## src/rtl/leg_cache_pkg.sv

```systemverilog
// Shared types for the LEG data cache controller.
// FSM state encoding and read-data mux selects.
package leg_cache_pkg;

  typedef enum logic [2:0] {
    S_READY,
    S_WRITEBACK,
    S_MEMREAD,
    S_FILLDONE,
    S_UNC_READ,
    S_UNC_WRITE,
    S_WAIT
  } cache_state_t;

  localparam logic [1:0] RDSEL_CACHE = 2'd0;
  localparam logic [1:0] RDSEL_CRIT  = 2'd1;
  localparam logic [1:0] RDSEL_BUS   = 2'd2;

endpackage

```

## src/rtl/data_nway_writeback_cache_controller_way_select.sv

```systemverilog
// Way selection: hit way, else first invalid way,
// else the external victim choice. Lowest index wins.
module cache_way_select #(
  parameter int NWAYS   = 4,
  parameter int TAGBITS = 14,
  localparam int WYB    = $clog2(NWAYS)
) (
  input  logic                     enable,
  input  logic [NWAYS-1:0]         valid,
  input  logic [NWAYS-1:0]         dirty,
  input  logic [NWAYS*TAGBITS-1:0] way_tags,
  input  logic [TAGBITS-1:0]       tag,
  input  logic [WYB-1:0]           victim_way,
  output logic                     hit,
  output logic [WYB-1:0]           sel_way,
  output logic [TAGBITS-1:0]       cached_tag,
  output logic                     vdirty
);

  logic           hit_any;
  logic           inv_any;
  logic [WYB-1:0] hit_way;
  logic [WYB-1:0] inv_way;

  // Descending scan so the lowest matching index is left last.
  always_comb begin
    hit_any = 1'b0;
    inv_any = 1'b0;
    hit_way = '0;
    inv_way = '0;
    for (int w = NWAYS - 1; w >= 0; w--) begin
      if (valid[w] &&
          way_tags[w*TAGBITS +: TAGBITS] == tag) begin
        hit_any = 1'b1;
        hit_way = WYB'(w);
      end
      if (!valid[w]) begin
        inv_any = 1'b1;
        inv_way = WYB'(w);
      end
    end
  end

  assign hit = hit_any & enable;

  always_comb begin
    if (hit)          sel_way = hit_way;
    else if (inv_any) sel_way = inv_way;
    else              sel_way = victim_way;
  end

  assign cached_tag = way_tags[sel_way*TAGBITS +: TAGBITS];
  assign vdirty     = dirty[sel_way];

endmodule

```

## src/rtl/data_nway_writeback_cache_controller.sv

```systemverilog
// Write-back, write-allocate N-way data cache controller:
// hit/miss, writeback, line fill and uncached access.
module data_nway_writeback_cache_controller
  import leg_cache_pkg::*;
#(
  parameter int NWAYS     = 4,
  parameter int BLOCKSIZE = 4,
  parameter int TAGBITS   = 14,
  localparam int WOB      = $clog2(BLOCKSIZE),
  localparam int WYB      = $clog2(NWAYS)
) (
  input  logic                     clk,
  input  logic                     reset,
  input  logic                     enable,
  input  logic                     MemWriteM,
  input  logic                     MemtoRegM,
  input  logic                     IStall,
  input  logic                     BusReady,
  input  logic [NWAYS-1:0]         Valid,
  input  logic [NWAYS-1:0]         Dirty,
  input  logic [NWAYS*TAGBITS-1:0] WayTags,
  input  logic [TAGBITS-1:0]       Tag,
  input  logic [WYB-1:0]           VictimWay,
  input  logic [WOB-1:0]           WordOffset,
  input  logic [3:0]               ByteMask,
  output logic                     Stall,
  output logic                     HRequestM,
  output logic                     HWriteM,
  output logic                     UseCacheA,
  output logic                     Hit,
  output logic [WYB-1:0]           SelWay,
  output logic [NWAYS-1:0]         WayWE,
  output logic                     CWE,
  output logic                     BlockWE,
  output logic                     UseWD,
  output logic                     DirtyIn,
  output logic                     LRUUpdate,
  output logic [TAGBITS-1:0]       CachedTag,
  output logic [3:0]               ActiveByteMask,
  output logic [WOB-1:0]           Counter,
  output logic [WOB-1:0]           NewWordOffset,
  output logic [1:0]               RDSel
);

  cache_state_t   state_q, state_d;
  logic [WOB-1:0] cnt_q, cnt_d;
  logic           unc_q, unc_d;
  logic           vdirty;
  logic           mem_op;
  logic           last_beat;
  logic           we_en;
  logic           bursting;

  cache_way_select #(
    .NWAYS   (NWAYS),
    .TAGBITS (TAGBITS)
  ) u_way_sel (
    .enable     (enable),
    .valid      (Valid),
    .dirty      (Dirty),
    .way_tags   (WayTags),
    .tag        (Tag),
    .victim_way (VictimWay),
    .hit        (Hit),
    .sel_way    (SelWay),
    .cached_tag (CachedTag),
    .vdirty     (vdirty)
  );

  assign mem_op    = MemWriteM | MemtoRegM;
  assign last_beat = (cnt_q == WOB'(BLOCKSIZE - 1));
  assign bursting  = (state_q == S_WRITEBACK) ||
                     (state_q == S_MEMREAD);

  always_ff @(posedge clk or posedge reset) begin
    if (reset) begin
      state_q <= S_READY;
      cnt_q   <= '0;
      unc_q   <= 1'b0;
    end else begin
      state_q <= state_d;
      cnt_q   <= cnt_d;
      unc_q   <= unc_d;
    end
  end

  always_comb begin
    state_d   = state_q;
    cnt_d     = cnt_q;
    unc_d     = unc_q;
    Stall     = 1'b0;
    HWriteM   = 1'b0;
    UseCacheA = 1'b0;
    BlockWE   = 1'b0;
    UseWD     = 1'b0;
    DirtyIn   = 1'b0;
    LRUUpdate = 1'b0;
    we_en     = 1'b0;
    RDSel     = RDSEL_CACHE;
    unique case (state_q)
      S_READY: begin
        cnt_d = '0;
        if (mem_op && Hit) begin
          LRUUpdate = 1'b1;
          if (MemWriteM) begin
            we_en   = 1'b1;
            UseWD   = 1'b1;
            DirtyIn = 1'b1;
          end
        end else if (mem_op) begin
          Stall = 1'b1;
          unc_d = ~enable;
          if (!enable)
            state_d = MemWriteM ? S_UNC_WRITE : S_UNC_READ;
          else if (vdirty)
            state_d = S_WRITEBACK;
          else
            state_d = S_MEMREAD;
        end
      end
      S_WRITEBACK: begin
        Stall     = 1'b1;
        HWriteM   = 1'b1;
        UseCacheA = 1'b1;
        if (BusReady) begin
          cnt_d = cnt_q + 1'b1;
          if (last_beat) begin
            cnt_d   = '0;
            state_d = S_MEMREAD;
          end
        end
      end
      S_MEMREAD: begin
        Stall   = 1'b1;
        BlockWE = 1'b1;
        if (BusReady) begin
          we_en = 1'b1;
          cnt_d = cnt_q + 1'b1;
          if (last_beat) state_d = S_FILLDONE;
        end
      end
      S_FILLDONE: begin
        LRUUpdate = 1'b1;
        cnt_d     = '0;
        RDSel     = unc_q ? RDSEL_BUS : RDSEL_CRIT;
        // Pending store lands only once the line is resident.
        if (MemWriteM && !unc_q) begin
          we_en   = 1'b1;
          UseWD   = 1'b1;
          DirtyIn = 1'b1;
        end
        state_d = IStall ? S_WAIT : S_READY;
      end
      S_UNC_READ: begin
        Stall = 1'b1;
        if (BusReady) state_d = S_FILLDONE;
      end
      S_UNC_WRITE: begin
        Stall   = 1'b1;
        HWriteM = 1'b1;
        if (BusReady) state_d = S_FILLDONE;
      end
      S_WAIT: begin
        RDSel = unc_q ? RDSEL_BUS : RDSEL_CRIT;
        if (!IStall) state_d = S_READY;
      end
      default: state_d = S_READY;
    endcase
  end

  assign HRequestM      = Stall;
  assign WayWE          = we_en ?
    ({{(NWAYS-1){1'b0}}, 1'b1} << SelWay) : '0;
  assign CWE            = |WayWE;
  assign ActiveByteMask = UseWD ? ByteMask : 4'hF;
  assign Counter        = enable ? cnt_q : WordOffset;
  assign NewWordOffset  = bursting ? Counter : WordOffset;

endmodule
```

## config.mk

```make
export PLATFORM = sky130hd
export DESIGN_NAME = data_nway_writeback_cache_controller
export DESIGN_NICKNAME = d
export VERILOG_FILES = /design/src/rtl/leg_cache_pkg.sv /design/src/rtl/data_nway_writeback_cache_controller_way_select.sv /design/src/rtl/data_nway_writeback_cache_controller.sv
export SDC_FILE = /design/constraint.sdc
export NUM_CORES = 1
export LEC_CHECK = 0
export BUFFER_PORTS_ARGS = -buffer_cell sky130_fd_sc_hd__buf_2
export CAP_MARGIN = 25
export CORE_UTILIZATION = 47
export DETAILED_ROUTE_END_ITERATION = 10
export PLACE_DENSITY_LB_ADDON = 0.12
export SKIP_CTS_REPAIR_TIMING = 1
export SYNTH_ARGS = -nofsm -noshare
export SYNTH_HDL_FRONTEND = slang
export SYNTH_HIERARCHICAL = 1
export SYNTH_SLANG_ARGS = --single-unit
```

## constraint.sdc

```tcl
create_clock -name clk -period 4.07 [get_ports clk]
set_clock_uncertainty 0.1 [all_clocks]
set_input_delay 0.407 -clock clk [delete_from_list [all_inputs] [get_ports clk]]
set_output_delay 0.407 -clock clk [all_outputs]
set_load 0.02 [all_outputs]
```

### After elaboration in Yosys (flattened, before gate mapping)

Index checks and enable logic that the tools add are counted.

| operators by class | value |
|---|---|
| reduce and logical (&&, ||, !) cells | 19 |
| multiply operators | 1 |
| shifts and indexed selects | 2 |
| $lt $le $gt $ge | 1 |
| mux-type cells | 57 |
| add/sub/neg operators | 1 |
| eq/ne operators | 19 |
| bitwise gates (word level) | 4 |

Operators with widths:

| operator | number |
|---|---|
| $eq A14 B14 Y1 | 4 |
| $shiftx A56 B7 Y14 | 1 |
| $mux W2 | 18 |
| $mux W3 | 10 |
| $mux W1 | 20 |
| $pmux W3 S6 | 1 |
| $ne A2 B2 Y1 const B | 7 |
| $eq A3 B3 Y1 const B | 3 |
| $mux W4 | 2 |
| $reduce_and A8 Y1 | 1 |
| $reduce_or A2 Y1 | 4 |
| $reduce_or A4 Y1 | 2 |
| $eq A3 B2 Y1 const B | 2 |
| $logic_and A1 B1 Y1 | 6 |
| $pmux W1 S2 | 3 |
| $pmux W2 S3 | 1 |
| $reduce_and A3 Y1 | 2 |
| $mul A2 B3 Y5 const B | 1 |
| $shl A1 B2 Y4 const A | 1 |
| $eq A3 B1 Y1 const B | 1 |
| $logic_not A3 Y1 | 1 |
| $lt A2 B3 Y1 const B | 1 |
| $pmux W1 S3 | 1 |
| $reduce_bool A3 Y1 | 1 |
| other kinds (9) | 10 |

| storage, ports and cells | value |
|---|---|
| bits of input ports | 93 |
| output and inout bits | 40 |
| word-level logic and storage cells | 107 |
| register bits after elaboration | 6 |

### Depth between registers and ports, before layout

Gate-level depths: netlist (run 1).

| logic depth | value |
|---|---|
| word-level depth | 15 |
| gate-level depth with buffers | 13 |
| depth with buffers taken out | 11 |

### By module

The synthesis (run 1) kept the hierarchy.

Modules (own cells, without submodules):

| module | cells an instance | area an instance (sq um) | sequential area each (sq um) | instances |
|---|---|---|---|---|
| cache_way_select | 153 | 1,342.5 | 0.0 | 1 |
| data_nway_writeback_cache_controller | 91 | 671.9 | 150.1 | 1 |

### Least setup slack after synthesis (run 1)

Ideal clock, no wire load.

| timing path | value |
|---|---|
| kind | in2out |
| start | input port Tag[13] |
| end | output port WayWE[1] |
| cell stages on the path | 10 |
| data arrival time | 2.471 ns |
| slack | 1.092 ns |
| data required time | 3.563 ns |
| buffers on the path | 1 |
| cells stage by stage | buf_2 xnor2_1 nand3_1 nor4_2 o21ai_1 nand2_1 o21ai_0 o22ai_2 a21oi_2 nor3b_1 |

| on the way | value |
|---|---|
| word-level cells in the longest chain between the ends | 11 |
| elaborated cells between the ends (all ways) | 23 |
| those cells by class | eq/ne (4); shift (1); mux (12); bitwise (1); reduce/logical (5) |

RTL lines:

| item | line | text |
|---|---|---|
| from (decl) | data_nway_writeback_cache_controller.sv:22 | `input logic [TAGBITS-1:0] Tag,` |
| $eq A14 B14 Y1 | data_nway_writeback_cache_controller_way_select.sv:33 | `way_tags[w*TAGBITS +: TAGBITS] == tag) begin` |
| $logic_and A1 B1 Y1 | data_nway_writeback_cache_controller_way_select.sv:32 | `if (valid[w] &&` |
| $mux W1 (3 in series) | data_nway_writeback_cache_controller_way_select.sv:32 |  |
| $mux W1 (*) | data_nway_writeback_cache_controller_way_select.sv:32 |  |
| $and A1 B1 Y1 (*) | data_nway_writeback_cache_controller_way_select.sv:44 | `assign hit = hit_any & enable;` |
| net Hit | data_nway_writeback_cache_controller.sv:30 | `output logic Hit,` |
| $logic_and A1 B1 Y1 | data_nway_writeback_cache_controller.sv:103 | `if (mem_op && Hit) begin` |
| $mux W1 | data_nway_writeback_cache_controller.sv:103 |  |
| $pmux W1 S3 | data_nway_writeback_cache_controller.sv:100 | `unique case (state_q)` |
| $mux W4 (*) | data_nway_writeback_cache_controller.sv:172 | `assign WayWE = we_en ?` |
| to (decl) | data_nway_writeback_cache_controller.sv:32 | `output logic [NWAYS-1:0] WayWE,` |

The timed path passes the listed nets; every way through them passes the cells marked *.

### Final worst setup path (run 1)

| timing path | value |
|---|---|
| start | input port Tag[9] |
| end | output port CachedTag[0] |

| on the way | value |
|---|---|
| word-level cells in the longest chain between the ends | 10 |
| elaborated cells between the ends (all ways) | 20 |
| those cells by class | mul (1); eq/ne (4); shift (1); mux (9); bitwise (1); reduce/logical (4) |

RTL lines:

| item | line | text |
|---|---|---|
| $eq A14 B14 Y1 | data_nway_writeback_cache_controller_way_select.sv:33 |  |
| $logic_and A1 B1 Y1 | data_nway_writeback_cache_controller_way_select.sv:32 |  |
| $mux W1 (4 in series) | data_nway_writeback_cache_controller_way_select.sv:32 |  |
| $and A1 B1 Y1 | data_nway_writeback_cache_controller_way_select.sv:44 |  |
| $mux W2 (*) | data_nway_writeback_cache_controller_way_select.sv:47 | `if (hit) sel_way = hit_way;` |
| $mul A2 B3 Y5 (*) | data_nway_writeback_cache_controller_way_select.sv:52 | `assign cached_tag = way_tags[sel_way*TAGBITS +: TAGBITS];` |
| $shiftx A56 B7 Y14 (*) | data_nway_writeback_cache_controller_way_select.sv:52 |  |
| to (decl) | data_nway_writeback_cache_controller.sv:38 | `output logic [TAGBITS-1:0] CachedTag,` |

Every way passes the cells marked *; elsewhere a longest branch is shown, timed or not.

==> results of run 1 <==
-- where the power goes --
group / total (uW) / internal [uW] / leakage [uW] / switching [uW]
Combinational: 647 / 289 / 0.00110 / 358
Sequential: 166 / 88.6 / 0.0000746 / 77.0
Clock: 90.7 / 63.7 / 0.0000216 / 27.0
-- cell type report --
type	count	area share (%)
Multi-Input combinational cell	207	62.7
Timing Repair Buffer	136	26.6
Inverter	7	1.01
Clock buffer	3	1.58
Tap cell	50	2.40
Sequential cell	6	5.76
-- state kept, by name, summed over array words and instances, names as in the netlist --
register,cells
unc_q,1
cnt_q,2
state_q,3
-- path summary, 6_finish.rpt --
check,start,endpoint,slack [ps],depth (start not counted)
max in group asynchronous,reset,state_q[1],3140,3
min,enable,unc_q,430,2
max reg2reg,state_q[2],state_q[0],2220,4
max,Tag[9],CachedTag[0],820,10
min in group asynchronous,reset,state_q[2],540,3
min reg2reg,cnt_q[1],cnt_q[1],470,2
-- cell usage in the layout, fill, tap and decap left out, types with 4 or more instances in the layout --
cell type,n
xnor2_1,57
nand2_1,12
nor3_1,5
mux2i_1,47
nand4_1,12
nor2_1,11
dfrtp_1,6
o21ai_0,7
o21ai_1,4
buf_2,132
or2_1,4
nand3_1,5
inv_1,7
nor2b_1,6
-- routing by layer --
metal	global-route usage [%]	vias to the layer above	wire [um]	part of all wire (%)
met4	2.39	0	0	0
met2	39.4	104	2380	44
met5	0	-	0	0
met1	33.0	911	2560	48
li1	-	1078	-	-
met3	2.70	0	427	8.0
-- cell families after synthesis --
logic type                 count (synthesis)  synth area share [%]
and+or+nand+nor                           68                  19.1
xor gates and xnor gates                  58                  25.2
muxes                                     51                  25.6
buffers and inverters                     31                  11.4
AOI/OAI and AO/OA                         29                  10.6
DFF                                        6                  7.45
adders and majority gates                  1                 0.621
-- through the flow --
stage | util [%] | setup WS, ps | hold WS [ps] | std cells
3_3_place_gp | 63.0 | 802 | 226 | 405
3_5_place_dp | 63.0 | 831 | 232 | 405
5_1_grt | 64.3 | 621 | 443 | 409
2_1_floorplan | - | 1090 | 98.0 | 244
6_report | 64.3 | 815 | 435 | 409
4_1_cts | 64.0 | 822 | -21.4 | 408
==> flow_summary.yaml, run 1 <==
global_routing:
  antenna_found_initial: 0
  overflow: 0
  groute.usage.overall_pct: 23.6
  grt_start_max_net_pins: 22
  first_global_vias: 1862
  grt_pass1_wl_um: 8250
clocking:
  numCtsBuffers: 3
  clkTransAtPathRegs_ps: 40
  cts_tree: "done"
  cts_buffer_depth: 2
  clock-sinks: 6
  ctsRootBufferMaster: "clkbuf_8"
  cts.htree.levels: 1
  clkLatencyLatePin_ps: 230
drt:
  drt-initial-drc-count: 70
  antenna_left: 0
  drc: 0
  routed_wl_um: 5370
  drt_first_pass_iters: 4
  wl_per_cell_um: 13.1
  viasPerCell: 5.12
  via_count: 2093
worst_setup_path:
  critPathMaxFanout: 16
  crit_family: "compound AO/OA/AOI/OAI gates"
  worstPathCellList: "buf_2, xnor2_1, nand4_1, nor4_2, o21ai_1, a21boi_4, buf_4, mux2i_1, mux2i_1, buf_2"
  critPathMaxStageDelay_ps: 540
  cp-end-kind: "primary output"
  critPathKind: "primary input to primary output"
  cp_data_required_time_ps: 3560
  path_buf_inv: 3
  cp-start-kind: "primary input"
  slowest_stage: "a21boi_4"
  crit_arrival_ps: 2750
final_layout:
  diodes: 0
  drive_above_1_share_pct: 41.5
  final_area_um2: 2610
  area_growth_syn_to_layout_pct: 29.5
  num-fill-cells: 375
  nNetsFinal: 455
  regArea_um2: 150
  multiInputGateArea_um2: 1640
placed_design:
  io_buffers: 132
  gp_congestion: 0.918
  dpl_cell_area_um2: 2560
  place.detailed.hpwl_um: 4570
synth:
  synth_commonest_cells: "57 x xnor2_1, 47 x mux2i_1, 12 x nand2_1, 12 x nand4_1"
  synthArstFlopShare_pct: 100
  yosysSeqAreaShare_pct: 7.45
  syn_area_um2: 2010
  yosysTopAreaCell: "xnor2_1"
  syn_nets: 338
  ys_ff_latch: 6
  syn_inst: 244
  synthTopCellsByArea: "xnor2_1 25%, mux2i_1 23%, dfrtp_1 7.5%"
  synth-edff-count: 0
  synth_flop_cell: "dfrtp_1"
  yosysMostFrequentCell: "xnor2_1"
  ys_types: 41
  synth.top_cell.area_share_pct: 24.8
  syn_area_per_cell_um2: 8.26
  ys.warnings.count: 6
sta:
  max_freq_mhz: 307
  tightest_slew_ps: 616
  fin_crit_ps: 3250
  tns_ps: 0
  setup_viol: 0
  final_hold_viol_count: 0
  slew_headroom_pct: 58.9
  rsz0062_at_grt: "false"
  drv_slew: 0
  timing.final.crit_share_pct: 80.0
floorplanning:
  pin_count: 133
  die_area_um2: 4550
  initial_core_util_pct: 49.6
  dieHeight_um: 67.5
  num_rows: 23
  die_w_um: 67.5
  core_um2: 4060
run_status:
  outcome: "finished clean"
power_and_ir_drop:
  p_total_uw: 903
  peakVddDrop_v: 0.000262
  p_leak_uw: 0.00120
  powerDensity_nw_per_um2: 346
run:
  max_cap_violations: 0
hold_path:
  min_path_type: "primary input to register"
Power figures use the tool's default switching activity.
==> inputs of run 2 (changes only) <==
--- a/config.mk
+++ b/config.mk
@@ -5,6 +5,7 @@
 export SDC_FILE = /design/constraint.sdc
 export NUM_CORES = 1
 export LEC_CHECK = 0
+export ABC_AREA = 1
 export BUFFER_PORTS_ARGS = -buffer_cell sky130_fd_sc_hd__buf_2
 export CAP_MARGIN = 25
 export CORE_UTILIZATION = 47
==> constraint.sdc (replaced) <==
create_clock -name clk -period 3.1 [get_ports clk]
set_clock_uncertainty 0.1 [all_clocks]
set_input_delay 0.31 -clock clk [delete_from_list [all_inputs] [get_ports clk]]
set_output_delay 0.31 -clock clk [all_outputs]
set_load 0.02 [all_outputs]
==> run 2 against run 1 <==
  * Total power increased by 40%
  * Critical endpoint is now ActiveByteMask[3]
  * Non-clock buffer count increased by 2
  * Global-route usage increased by 10 points
  * Die area increased by 24%
  * Synthesized cell count increased by 130%
  * Via count increased by 77%
  * Core utilization decreased by 0.84 points
  * Combinational power increased by 50%
  * Critical path depth increased by 7
  * Count of clock-buffer cells in the layout unchanged
==> flow_summary.yaml, run 2 <==
global_routing:
  overflow: 0
  grt_pass1_wl_um: 14400
  first_global_vias: 3148
  grt_start_max_net_pins: 31
  antenna_found_initial: 0
  groute.usage.overall_pct: 33.7
synth:
  syn_area_per_cell_um2: 4.56
  synthArstFlopShare_pct: 100
  yosysSeqAreaShare_pct: 6.00
  ys_types: 26
  synth_fa_ha_area_share_pct: 0.500
  yosysMostFrequentCell: "nand2_1"
  synth_top_family_by_area: "simple AND/OR/NAND/NOR gates"
  synth.area.mux_share_pct: 0
  synth.top_cell.area_share_pct: 32.5
  synth_flop_cell: "dfrtp_1"
  syn_nets: 643
  synth_compound_area_share_pct: 6.40
  ys.warnings.count: 6
  synth_commonest_cells: "217 x nand2_1, 94 x inv_1, 76 x nand3_1"
  synth-simple-area-share_pct: 61.9
  syn_inst: 549
  synth-edff-count: 0
  synthTopCellsByArea: "nand2_1 33%, nand3_1 15%, inv_1 14%"
  synth_xor_area_share_pct: 3.85
  ys_ff_latch: 6
  yosysTopAreaCell: "nand2_1"
  syn_area_um2: 2500
final_layout:
  layout_commonest_cell: "nand2_1"
  area_growth_syn_to_layout_pct: 29.4
  num-fill-cells: 547
  finalNonFillerCells: 743
  max_flop_register: "state_q"
  nNetsFinal: 769
  mostFrequentLayoutCells: "217 x nand2_1, 132 x buf_2, 94 x inv_1"
  drive_above_1_share_pct: 25.6
  largestRegisters: "state_q (3), cnt_q (2), unc_q (1)"
  largest_reg_flops: 3
  diodes: 0
  final_area_um2: 3240
hold_path:
  holdPathEnd: "cnt_q[1]"
  hold_depth: 3
  min-delay-start: "BusReady"
  min_path_type: "primary input to register"
drt:
  viasPerCell: 4.99
  antenna_left: 0
  via_count: 3704
  drc: 0
  wl_per_cell_um: 12.7
  routed_wl_um: 9440
  drt_first_pass_iters: 5
  drt-initial-drc-count: 314
placed_design:
  placed_cells: 739
  place.detailed.hpwl_um: 7790
  pre_cts_slack_ps: 520
  gp_congestion: 0.988
  dpl_cell_area_um2: 3190
  io_buffers: 132
worst_setup_path:
  cp_common_cell: "nor2_1"
  r2r_end: "state_q[1]"
  r2r_cells: 7
  r2r_setup_slack_ps: 1620
  slowest_stage: "or2_1"
  cp-end-kind: "primary output"
  critPathMaxStageDelay_ps: 220
  cp_data_required_time_ps: 2690
  critPathMaxFanout: 6
  r2r_start: "state_q[1]"
  critPathKind: "primary input to primary output"
  crit_family: "simple AND/OR/NAND/NOR gates"
  worstPathCellList: "buf_2, inv_1, nor2_1, nor2_1, nand2_1, nor2_1, nand2_1, nand2_1, nand2_2, nand2_2, inv_1, nor2_1, nand3_1, nand2_2, inv_2, or2_1, buf_2"
  path_buf_inv: 5
  cp-start-kind: "primary input"
  crit_arrival_ps: 2180
clocking:
  clkLatencyLatePin_ps: 230
  cts.htree.levels: 1
  cts_tree: "done"
  clock-sinks: 6
  clkTransAtPathRegs_ps: 40
  ctsRootBufferMaster: "clkbuf_8"
  numCtsBuffers: 3
  cts_buffer_depth: 2
sta:
  rsz0062_at_grt: "false"
  drv_slew: 0
  slew_headroom_pct: 73.8
  fin_crit_ps: 2590
  setup_viol: 0
  final_hold_viol_count: 0
  tightest_slew_ps: 392
  max_freq_mhz: 387
  setup_slack_ps: 514
  tns_ps: 0
  timing.final.crit_share_pct: 83.4
power_and_ir_drop:
  p_leak_uw: 0.00218
  peakVddDrop_v: 0.000393
  powerDensity_nw_per_um2: 390
floorplanning:
  num_rows: 26
  die_area_um2: 5620
  die_w_um: 75.0
  initial_core_util_pct: 49.0
  dieHeight_um: 75.0
  core_um2: 5110
  pin_count: 133
run_status:
  outcome: "finished clean"
run:
  max_cap_violations: 0
==> run 2: cell count changes after synthesis, sizes merged, moves of 4 or more <==
cell / previous run / this run
inv: 7 / 111
nand2: 12 / 227
o21ai: 11 / 24
mux2i: 47 / 0
nor2: 11 / 61
mux2: 4 / 0
nand3: 5 / 79
nor2b: 6 / 0
nor4: 4 / 0
nor3: 5 / 1
buf: 24 / 16
nand4: 12 / 0
xnor2: 57 / 11
==> run 2: power by group <==
part	total [uW]	internal [uW]	switching, uW
registers	168	112	56.2
logic	973	330	643
clock network	122	83.8	38.5
total	1260	526	738
==> run 2: layer usage <==
metal	vias to the layer above	track usage [%]	part of all wire (%)
li1	1893	-	-
met1	1600	44.4	43
met2	194	58.7	46
met3	17	2.81	8.5
met4	0	9.64	2.0
met5	-	0	0
==> run 2: cell families (layout without fill, tap and decap cells) <==
| kind of cell | after synthesis | count (layout) |
|---|---|---|
| AO/OA/AOI/OAI | 30 | 30 |
| flip-flops | 6 | 6 |
| XOR/XNOR | 11 | 11 |
| buffers and inverters | 129 | 253 |
| AND/OR/NAND/NOR | 372 | 372 |
| adder cells (fa/ha/maj) | 1 | 1 |
==> run 2: worst max path at each step <==
stage	start	to	slack, ps	cells after the start
2_1_floorplan	Tag[10]	WayWE[0]	670	18
3_3_place_gp	Tag[8]	ActiveByteMask[3]	540	15
3_5_place_dp	Tag[12]	state_q[0]	520	21
4_1_cts	Tag[12]	ActiveByteMask[3]	530	15
5_1_grt	Tag[8]	ActiveByteMask[3]	280	15
6_report	Tag[3]	ActiveByteMask[3]	510	17
==> run 2: area by class of cell <==
cell class	count	area [um2]	area share [%]
well taps	70	87.6	2.70
inverters	112	423	13.1
flip-flops and latches	6	150	4.63
multi-input cells	414	1820	56.1
clock buffers	3	41.3	1.27
repair buffers	138	721	22.2
==> run 2: worst register-to-register path, stage by stage, from the launching register on <==
cell,delay (ps)
dfrtp_1,530
nand2_1,190
nand3_2,140
nand2_1,90
nand2_2,100
nand3_1,90
nand2_1,70
nand2_1,50
==> run 2: metrics by stage <==
| stage | hold WS, ps | utilization (%) | total power (uW) |
|---|---|---|---|
| 2_1_floorplan | 0.959 | - | 846 |
| 3_3_place_gp | 130 | 62.4 | 1110 |
| 3_5_place_dp | 133 | 62.4 | 1120 |
| 4_1_cts | -107 | 63.3 | 1250 |
| 5_1_grt | 341 | 63.4 | 1390 |
| 6_report | 326 | 63.4 | 1260 |
